### src/rtl/relu_pool2x2_if.sv
// rtl/relu_pool2x2_if.sv - handshake bundle between relu_pool2x2 and its producer/consumer
interface relu_pool2x2_if #(
  parameter int DW = 32
);
  logic          start;
  logic          in_valid;
  logic          in_ready;
  logic [DW-1:0] in_data;
  logic          out_valid;
  logic          out_ready;
  logic [DW-1:0] out_data;
  logic [7:0]    out_addr;
  logic          done;

  modport master (
    output start, in_valid, in_data, out_ready,
    input  in_ready, out_valid, out_data, out_addr, done
  );

  modport slave (
    input  start, in_valid, in_data, out_ready,
    output in_ready, out_valid, out_data, out_addr, done
  );
endinterface

### src/rtl/relu_pool2x2.sv
// rtl/relu_pool2x2.sv - streaming ReLU followed by 2x2 max-pool over a raster-order feature map
module relu_pool2x2 #(
  parameter int DW   = 32,
  parameter int COLS = 10,
  parameter int ROWS = 10
) (
  input  logic          clk,
  input  logic          rst,
  relu_pool2x2_if.slave bus
);
  localparam logic [1:0] S_IDLE  = 2'd0;
  localparam logic [1:0] S_RUN   = 2'd1;
  localparam logic [1:0] S_FLUSH = 2'd2;

  localparam int HC  = COLS / 2;
  localparam int CW  = $clog2(COLS);
  localparam int RW  = $clog2(ROWS);
  localparam int LBW = (HC > 1) ? $clog2(HC) : 1;

  logic [1:0]    state;
  logic [CW-1:0] col;
  logic [RW-1:0] row;
  logic [DW-1:0] h;
  logic [DW-1:0] out_data_q;
  logic [7:0]    out_addr_q;
  logic          out_valid_q;
  logic          done_q;
  logic [DW-1:0] linebuf [HC];

  logic          in_xfer;
  logic          out_xfer;
  logic [DW-1:0] r;
  logic [LBW-1:0] lb_idx;
  logic [DW-1:0] lb_rd;
  logic          col_last;
  logic          row_last;
  logic [7:0]    pool_addr;
  logic          emit;

  function automatic logic [DW-1:0] umax(input logic [DW-1:0] a, input logic [DW-1:0] b);
    return (a > b) ? a : b;
  endfunction

  // Single output register: input may advance whenever that register is free or draining.
  assign bus.in_ready  = (state == S_RUN) && (!out_valid_q || bus.out_ready);
  assign bus.out_valid = out_valid_q;
  assign bus.out_data  = out_data_q;
  assign bus.out_addr  = out_addr_q;
  assign bus.done      = done_q;

  assign in_xfer   = bus.in_valid && bus.in_ready;
  assign out_xfer  = out_valid_q && bus.out_ready;
  assign r         = bus.in_data[DW-1] ? '0 : bus.in_data;
  assign lb_idx    = LBW'(col >> 1);
  assign lb_rd     = linebuf[lb_idx];
  assign col_last  = (col == CW'(COLS - 1));
  assign row_last  = (row == RW'(ROWS - 1));
  assign pool_addr = 8'(row >> 1) * 8'(HC) + 8'(col >> 1);
  assign emit      = in_xfer && row[0] && col[0];

  always_ff @(posedge clk or negedge rst) begin
    if (!rst) begin
      state       <= S_IDLE;
      col         <= '0;
      row         <= '0;
      h           <= '0;
      out_data_q  <= '0;
      out_addr_q  <= '0;
      out_valid_q <= 1'b0;
      done_q      <= 1'b0;
    end else begin
      done_q <= 1'b0;
      case (state)
        S_IDLE: begin
          if (bus.start) begin
            state <= S_RUN;
            col   <= '0;
            row   <= '0;
          end
        end
        S_RUN: begin
          if (in_xfer) begin
            if (col_last) begin
              col <= '0;
              if (row_last) begin
                row   <= '0;
                state <= S_FLUSH;
              end else begin
                row <= row + 1'b1;
              end
            end else begin
              col <= col + 1'b1;
            end
          end
        end
        S_FLUSH: begin
          if (out_xfer) begin
            state  <= S_IDLE;
            done_q <= 1'b1;
          end
        end
        default: state <= S_IDLE;
      endcase

      // Even columns open a window half: odd rows fold in the stored top-row max.
      if (in_xfer && !col[0]) begin
        h <= row[0] ? umax(lb_rd, r) : r;
      end

      if (emit) begin
        out_data_q  <= umax(h, r);
        out_addr_q  <= pool_addr;
        out_valid_q <= 1'b1;
      end else if (out_xfer) begin
        out_valid_q <= 1'b0;
      end
    end
  end

  always_ff @(posedge clk) begin
    if (in_xfer && !row[0] && col[0]) begin
      linebuf[lb_idx] <= umax(h, r);
    end
  end
endmodule

### src/flat_wrapper.sv
// flat-port wrapper written by rule: the top's interface ports become plain ports
module relu_pool2x2_flat 
#(
  parameter int DW   = 32,
  parameter int COLS = 10,
  parameter int ROWS = 10
)
  (clk, rst, bus_start, bus_in_valid, bus_in_data, bus_out_ready, bus_in_ready, bus_out_valid, bus_out_data, bus_out_addr, bus_done);
  relu_pool2x2_if #(.DW(DW)) bus_i ();
  input  logic clk;
  input  logic rst;
  input wire logic [$bits(bus_i.start)-1:0] bus_start;
  input wire logic [$bits(bus_i.in_valid)-1:0] bus_in_valid;
  input wire logic [$bits(bus_i.in_data)-1:0] bus_in_data;
  input wire logic [$bits(bus_i.out_ready)-1:0] bus_out_ready;
  output wire logic [$bits(bus_i.in_ready)-1:0] bus_in_ready;
  output wire logic [$bits(bus_i.out_valid)-1:0] bus_out_valid;
  output wire logic [$bits(bus_i.out_data)-1:0] bus_out_data;
  output wire logic [$bits(bus_i.out_addr)-1:0] bus_out_addr;
  output wire logic [$bits(bus_i.done)-1:0] bus_done;
  assign bus_i.start = bus_start;
  assign bus_i.in_valid = bus_in_valid;
  assign bus_i.in_data = bus_in_data;
  assign bus_i.out_ready = bus_out_ready;
  assign bus_in_ready = bus_i.in_ready;
  assign bus_out_valid = bus_i.out_valid;
  assign bus_out_data = bus_i.out_data;
  assign bus_out_addr = bus_i.out_addr;
  assign bus_done = bus_i.done;
  relu_pool2x2 #(.DW(DW), .COLS(COLS), .ROWS(ROWS)) u_core (.clk(clk), .rst(rst), .bus(bus_i));
endmodule
### config.mk
export PLATFORM = sky130hd
export DESIGN_NAME = relu_pool2x2_flat
export DESIGN_NICKNAME = d
export VERILOG_FILES = /design/src/rtl/relu_pool2x2_if.sv /design/src/rtl/relu_pool2x2.sv /design/src/flat_wrapper.sv
export SDC_FILE = /design/constraint.sdc
export NUM_CORES = 1
export LEC_CHECK = 0
export ABC_AREA = 1
export ABC_CLOCK_PERIOD_IN_PS = 5900
export CORE_MARGIN = 1.5
export CORE_UTILIZATION = 38
export CTS_CLUSTER_SIZE = 24
export DETAILED_ROUTE_END_ITERATION = 7
export GPL_TIMING_DRIVEN = 0
export PLACE_DENSITY_LB_ADDON = 0.08
export SKIP_LAST_GASP = 1
export SLEW_MARGIN = 20
export SYNTH_ARGS = -nofsm -noshare
export SYNTH_HDL_FRONTEND = slang
export SYNTH_SLANG_ARGS = --single-unit
export TNS_END_PERCENT = 5
### constraint.sdc
create_clock -name clk -period 5.9 [get_ports clk]
set_input_delay 1.18 -clock clk [delete_from_list [all_inputs] [get_ports clk]]
set_output_delay 1.18 -clock clk [all_outputs]
set_load 0.02 [all_outputs]
==> flow_metrics.env, run 1 <==
export IMPL_cts_root_buf="clkbuf_16"
export IMPL_period_needed_ns=4.77
export IMPL_worst_r2r_path_depth=19
export IMPL_avgSynthCellArea_um2=8.88
export IMPL_netSwitchingPower_w=0.00272
export IMPL_placed_cells=1938
export IMPL_port_buffers=78
export IMPL_cts_buffers=28
export IMPL_hp_start="u_core.bus.out_data[6]"
export IMPL_ys_types=36
export IMPL_worstHoldEndpoint="u_core.bus.out_data[6]"
export IMPL_grt_use_total_pct=21.4
export IMPL_layout_drive_gt1_share_pct=6.33
export IMPL_post_route_period_util_pct=80.8
export IMPL_rrSetupSlack_ns=1.87
export IMPL_worstSetupPathType="primary input to flop"
export IMPL_crit_family="buffers and inverters"
export IMPL_use_met3_pct=2.12
export IMPL_placed_cell_area_mm2=0.0141
export IMPL_r2r_start="u_core.col[3]"
export IMPL_crit_path_top_delay_cell="clkbuf_1"
export IMPL_area_growth_pct=21.2
export IMPL_syn_instance_count=1399
export IMPL_grt_max_degree=47
export IMPL_wirelength_mm=35.2
export IMPL_routabilityCongestion=0.825
export IMPL_final_max_slew_viol_count=0
export IMPL_cts_clk_slew_worst_paths_ns=0.06
export IMPL_drc=0
export IMPL_grt_pass1_vias=9226
export IMPL_start_util_pct=38.4
export IMPL_clock_skew_ns=0.00963
export IMPL_antenna_found_initial=0
export IMPL_hold_viol=0
export IMPL_dp_hpwl_mm=25.0
export IMPL_vias=9566
export IMPL_dr_pass1_iters=5
export IMPL_ys_warn_count=0
export IMPL_numClockSinks=243
export IMPL_internal_power_w=0.00451
export IMPL_rsz0062_at_grt="no"
export IMPL_fin_total_pwr_w=0.00723
export IMPL_nets=1634
export IMPL_core_mm2=0.0324
export IMPL_die_area_mm2=0.0338
export IMPL_grt_overflow_total=0
export IMPL_hold_depth=2
export IMPL_synth_seq_area_share_pct=55.4
export IMPL_cts_buffer_depth=3
export IMPL_ant_nets=0
export IMPL_r2r_end="u_core.h[11]"
export IMPL_post_cts_buffers=0
export IMPL_ys_ff_latch=243
export IMPL_p_seq_share_pct=35.7
export IMPL_cpPeakStageDelay_ns=0.69
export IMPL_htreeDepth=1
export IMPL_holdBufCountCts=0
export IMPL_crit_required_ns=6.18
export IMPL_worst_ep_arrival_time_ns=5.04
export IMPL_worstPathMaxFanout=10
export IMPL_clkPwrFrac_pct=25.7
export IMPL_wl_per_cell_um=17.7
export IMPL_setup_viol=0
export IMPL_hp_class="flop to flop"
export IMPL_grt_pass1_wl_mm=54.1
export IMPL_insertion_delay_ns=0.54
export IMPL_p_leak_nw=7.04
export IMPL_ios=80
export IMPL_die_y_um=184
export IMPL_cp_num_buf_inv=4
export IMPL_crit_top_cell="nand2_1"
export IMPL_cts_tree="yes"
export IMPL_timing_fmax_mhz=210
export IMPL_status="complete, no violations"
export IMPL_drtIter0Drc=587
export IMPL_max_cap_viol_count=0
export IMPL_cts_repair_resized=0
export IMPL_critPathLaunchType="primary input"
export IMPL_syn_num_nets=1507
export IMPL_synth_area_leaders="edfxtp_1 (39%), dfrtp_1 (17%), nand2_1 (12%)"
export IMPL_busiest_layer="met2"
export IMPL_yosysTopAreaCell="edfxtp_1"
export IMPL_maxSlewHeadroom_pct=39.9
export IMPL_n_antenna_cell=0
export IMPL_switching_share_pct=37.6
export IMPL_power_density_mw_per_mm2=480
export IMPL_use_met1_pct=29.5
export IMPL_vdd_ir_drop_worst_mv=0.280
export IMPL_avgViaCountPerCell=4.81
export IMPL_rows=66
export IMPL_gr_usage_met2_pct=36.5
export IMPL_path_cells="clkdlybuf4s50_1, inv_1, clkbuf_1, nand2_1, ha_1, nand2_1, nor3_1, nand2_1, nand2_1, nand2_1, nand2_1, buf_1, nand3_1, and2_1"
export IMPL_die_x_um=184
export IMPL_netlist_area_leader_share_pct=38.7
export IMPL_crit_path_end_kind="flop"
export IMPL_worst_pin_slew_ns=0.901
export IMPL_syn_area_mm2=0.0124
export IMPL_stdcell_count=1990
export IMPL_post_route_cell_area_mm2=0.0150
export IMPL_combPwrFrac_pct=38.6
-- layer usage --
layer | up-vias | share of wire, %
met2 | 189 | 48
met5 | - | 0
met1 | 4517 | 47
met3 | 49 | 3.9
li1 | 4811 | -
met4 | 0 | 1.8
-- worst register-to-register path, stage by stage, from the launching register on --
cell and delay, ns:
dfrtp_1 0.35, buf_4 0.19, inv_2 0.08, nand3_1 0.19, clkbuf_1 0.60, nor2_1 0.09
nor4_1 0.50, inv_1 0.12, ha_1 0.33, nand2_1 0.09, nor2_1 0.06, nand2_1 0.12
nor2_1 0.08, nand4_1 0.09, nand2_1 0.06, inv_2 0.11, clkbuf_1 0.51, nand3_1 0.16
nand3_1 0.13, nand2_1 0.06
-- sequential cells by signal, indices dropped and copies added (netlist names) --
signal and cells:
u_core.state 2, u_core.col 4, u_core.h 32, u_core.bus.out_addr 7, u_core.row 4, u_core.bus.done 1
u_core.bus.out_valid 1, u_core.bus.out_data 32, u_core.linebuf 160
-- power groups by stage --
stage          Clock, W  Sequential [W]  Combinational (W)
2_1_floorplan         0         0.00271            0.00169
3_3_place_gp          0         0.00261            0.00274
3_5_place_dp          0         0.00261            0.00279
4_1_cts         0.00188         0.00258            0.00281
5_1_grt         0.00195         0.00261            0.00316
6_report        0.00185         0.00258            0.00279
-- synth_stat cells --
cell type  count
o21ai_1        1
nand4_1        7
dfrtp_1       83
nand3_2        1
buf_1          7
edfxtp_1     160
a211oi_1       4
a21o_1         3
a22o_1         1
inv_2          6
clkbuf_1      32
o21ai_0       21
or2_1          1
and2_1        31
o22ai_1        1
buf_2         15
nor3b_1        1
nor3_1         5
a21oi_1       29
xnor2_1        1
fa_1           1
ha_1          70
nand2_1      392
inv_1        187
a31oi_1        2
xor2_1         2
conb_1         1
nor2_2         2
o21bai_1       1
nand3_1      167
o21a_1         1
nor4_1        29
nor3_2         1
nand2_2        3
nor2_1       127
buf_4          3
-- how the worst max path moves through the flow --
stage / slack, ns / to / depth (start not counted) / startpoint
3_3_place_gp: -3.32 / u_core.linebuf[1][19] / 7 / bus_out_ready
3_5_place_dp: 0.57 / u_core.linebuf[0][20] / 14 / bus_in_data[31]
5_1_grt: 0.85 / u_core.linebuf[0][20] / 14 / bus_in_data[31]
2_1_floorplan: 0.48 / u_core.linebuf[1][0] / 6 / bus_out_ready
4_1_cts: 1.07 / u_core.linebuf[4][22] / 14 / bus_in_data[31]
6_report: 1.13 / u_core.linebuf[2][20] / 14 / bus_in_data[31]
-- kinds of logic (layout without fill, tap and decap cells) --
kind of cell             after synthesis  in the layout  share of synthesized area (%)
buffers and inverters                250            399                           7.80
AO/OA/AOI/OAI                         64             64                           2.82
flip-flops                           243            243                           55.4
AND/OR/NAND/NOR                      767            767                           26.5
other                                  1              1                         0.0302
adder cells (fa/ha/maj)               71             71                           7.21
XOR/XNOR                               3              3                          0.212
-- metrics by stage --
step	worst slack (ns)	hold slack, ns	util [%]	setup TNS, ns
finish	1.13	0.475	46.5	0
global route	0.849	0.489	46.5	0
CTS	1.07	0.482	46.5	0
detailed placement	0.570	0.465	43.5	0
global placement	-3.32	0.462	42.5	-164.14
floorplan	0.479	0.449	-	0
-- area by class of cell --
class                           instances  area (µm²)
Tap cell                              442         553
Clock buffer                           38         759
Fill cell                            3156       17300
Clock inverter                         14         221
Sequential cell                       243        6880
Timing Repair Buffer                   97        1060
Inverter                              193         724
Buffer                                 57         244
Multi-Input combinational cell        906        4600
-- cell usage in the layout (no fill, tap or decap), types with 3 or more instances in the layout --
master           synthesis  routed
dfrtp_1                 83      83
nand3_1                167     167
buf_1                    7       7
buf_2                   15      20
nor2_4                   0       3
buf_16                   0       7
bufinv_16                0       6
nor2_1                 127     124
a211oi_1                 4       4
inv_2                    6       6
o21ai_0                 21      21
nand2_1                392     392
a21o_1                   3       3
edfxtp_1               160     160
inv_1                  187     187
clkbuf_1                32      41
and2_1                  31      31
clkdlybuf4s50_1          0      77
nand4_1                  7       7
buf_4                    3       8
clkbuf_16                0      29
nor4_1                  29      28
a21oi_1                 29      29
buf_6                    0       3
nand2_2                  3       3
ha_1                    70      70
clkinv_2                 0       6
nor3_1                   5       4
Note: power is estimated with default switching activity, not from simulation.
==> run 2: changes to the inputs <==
Settings changed: ABC_CLOCK_PERIOD_IN_PS 5900 to 4850.
Clock period 5.9 ns to 4.85 ns, I/O delays scaled along.
==> run 2 against run 1 <==
  * Sequential cell count stayed put
  * Clock power is 11% higher
  * Highest routed layer unchanged
  * Wire length is 4.4% higher
==> flow_metrics.env, run 2 (synthesis gave the netlist of run 1 again) <==
export IMPL_status="complete, no violations"
export IMPL_stdcell_count=1984
export IMPL_post_route_cell_area_mm2=0.0149
export IMPL_final_util_pct=45.9
export IMPL_worst_r2r_path_depth=19
export IMPL_dr_pass1_iters=4
export IMPL_cp_num_buf_inv=4
export IMPL_avgViaCountPerCell=4.89
export IMPL_maxSlewHeadroom_pct=37.0
export IMPL_met2WireLength_mm=17.2
export IMPL_worstSetupPathType="primary input to flop"
export IMPL_rows=66
export IMPL_worstPathMaxFanout=10
export IMPL_vdd_ir_drop_worst_mv=0.259
export IMPL_crit_path_end_kind="flop"
export IMPL_routabilityCongestion=0.865
export IMPL_post_route_period_util_pct=92.3
export IMPL_crit_top_cell="nand2_1"
export IMPL_top_layer="met4"
export IMPL_insertion_delay_ns=0.55
export IMPL_placed_cells=1932
export IMPL_holdBufCountCts=0
export IMPL_setup_viol=0
export IMPL_cpPeakStageDelay_ns=0.61
export IMPL_core_mm2=0.0324
export IMPL_layout_drive_gt1_share_pct=6.03
export IMPL_timing_fmax_mhz=223
export IMPL_die_y_um=184
export IMPL_crit_required_ns=5.14
export IMPL_placed_cell_area_mm2=0.0140
export IMPL_post_cts_buffers=0
export IMPL_fin_total_pwr_w=0.00863
export IMPL_grt_overflow_total=0
export IMPL_antenna_found_initial=0
export IMPL_wl_met1_mm=17.1
export IMPL_crit_family="simple AND/OR/NAND/NOR gates"
export IMPL_hp_class="primary input to async pin"
export IMPL_grt_pass1_wl_mm=56.3
export IMPL_cts_root_buf="clkbuf_16"
export IMPL_worst_ep_arrival_time_ns=4.76
export IMPL_dp_hpwl_mm=25.5
export IMPL_vias=9711
export IMPL_wl_per_cell_um=18.5
export IMPL_ios=80
export IMPL_cts_buffer_depth=3
export IMPL_max_cap_viol_count=0
export IMPL_worst_pin_slew_ns=0.945
export IMPL_regMostFlops="u_core.linebuf"
export IMPL_n_antenna_cell=0
export IMPL_largest_register_ff_count=160
export IMPL_rrSetupSlack_ns=0.57
export IMPL_grt_pass1_vias=9420
export IMPL_hold_viol=0
export IMPL_crit_path_top_delay_cell="clkbuf_1"
export IMPL_cts_repair_resized=0
export IMPL_rsz0062_at_grt="no"
export IMPL_final_common_cell="nand2_1"
export IMPL_period_needed_ns=4.47
export IMPL_area_growth_pct=19.8
export IMPL_p_leak_nw=6.95
export IMPL_cts_buffers=29
export IMPL_start_util_pct=38.4
export IMPL_clock_skew_ns=0.0100
export IMPL_final_cell_mix="nand2_1 (392), inv_1 (187), nand3_1 (167)"
export IMPL_grt_use_total_pct=22.4
export IMPL_r2r_start="u_core.col[1]"
export IMPL_r2r_end="u_core.h[8]"
export IMPL_path_cells="clkdlybuf4s50_1, inv_1, clkbuf_1, nand2_1, ha_1, nand2_1, nor3_1, nand2_1, nand2_1, nand2_1, nand2_1, buf_1, nand3_1, and2_1"
export IMPL_grt_max_degree=62
export IMPL_finalSetupTns_ns=0
export IMPL_port_buffers=78
export IMPL_critPathLaunchType="primary input"
export IMPL_power_density_mw_per_mm2=580
export IMPL_nets=1629
export IMPL_cts_tree="yes"
export IMPL_numClockSinks=243
export IMPL_cts_clk_slew_worst_paths_ns=0.06
export IMPL_wl_met3_mm=1.88
export IMPL_drtIter0Drc=625
export IMPL_die_x_um=184
export IMPL_wirelength_mm=36.7
export IMPL_htreeDepth=1
export IMPL_ant_nets=0
export IMPL_drc=0
export IMPL_final_max_slew_viol_count=0
export IMPL_die_area_mm2=0.0338
run 2: cell count changes in the layout (fill, tap and decap cells not counted), moves of 2 or more:
cell       previous run  this run
buf_12                0         3
bufinv_16             6         0
clkbuf_1             41        39
buf_16                7         1
clkbuf_8              0         8
buf_2                20        15
buf_6                 3         6
run 2: metal layers:
layer | track usage [%] | vias to the layer above
li1 | - | 4796
met1 | 31.3 | 4632
met2 | 37.2 | 242
met3 | 3.01 | 41
met4 | 4.66 | 0
met5 | 0 | -
run 2: worst max-delay path by stage:
stage / from / to / slack (ns) / cells past startpoint
CTS: bus_in_data[31] / u_core.linebuf[2][2] / 0.43 / 14
finish: bus_in_data[31] / u_core.linebuf[4][21] / 0.38 / 14
detailed placement: bus_in_data[31] / u_core.linebuf[4][21] / -0.14 / 14
floorplan: bus_out_ready / u_core.linebuf[4][0] / 0.80 / 4
global route: bus_in_data[31] / u_core.linebuf[1][1] / 0.13 / 14
global placement: bus_out_ready / u_core.linebuf[4][2] / -2.22 / 5
run 2: layout make-up:
type | count | area [µm²]
fill | 3232 | 17500
sequential | 243 | 6880
multi-input combinational | 906 | 4610
timing repair buffer | 91 | 956
clock buffer | 44 | 862
inverter | 193 | 724
tap | 442 | 553
buffer | 57 | 244
clock inverter | 8 | 40.0
run 2: metrics by stage:
step	hold slack (ns)	worst slack [ns]
3_5_place_dp	0.465	-0.143
3_3_place_gp	0.461	-2.22
6_report	0.284	0.375
5_1_grt	0.272	0.126
4_1_cts	0.269	0.435
2_1_floorplan	0.449	0.801
run 2: report_power, final:
part	leakage, nW	total, W	internal (W)	switching (W)
combinational	3.96	0.00341	0.00115	0.00227
sequential	2.54	0.00315	0.00293	0.000223
clock	0.446	0.00206	0.00121	0.000853
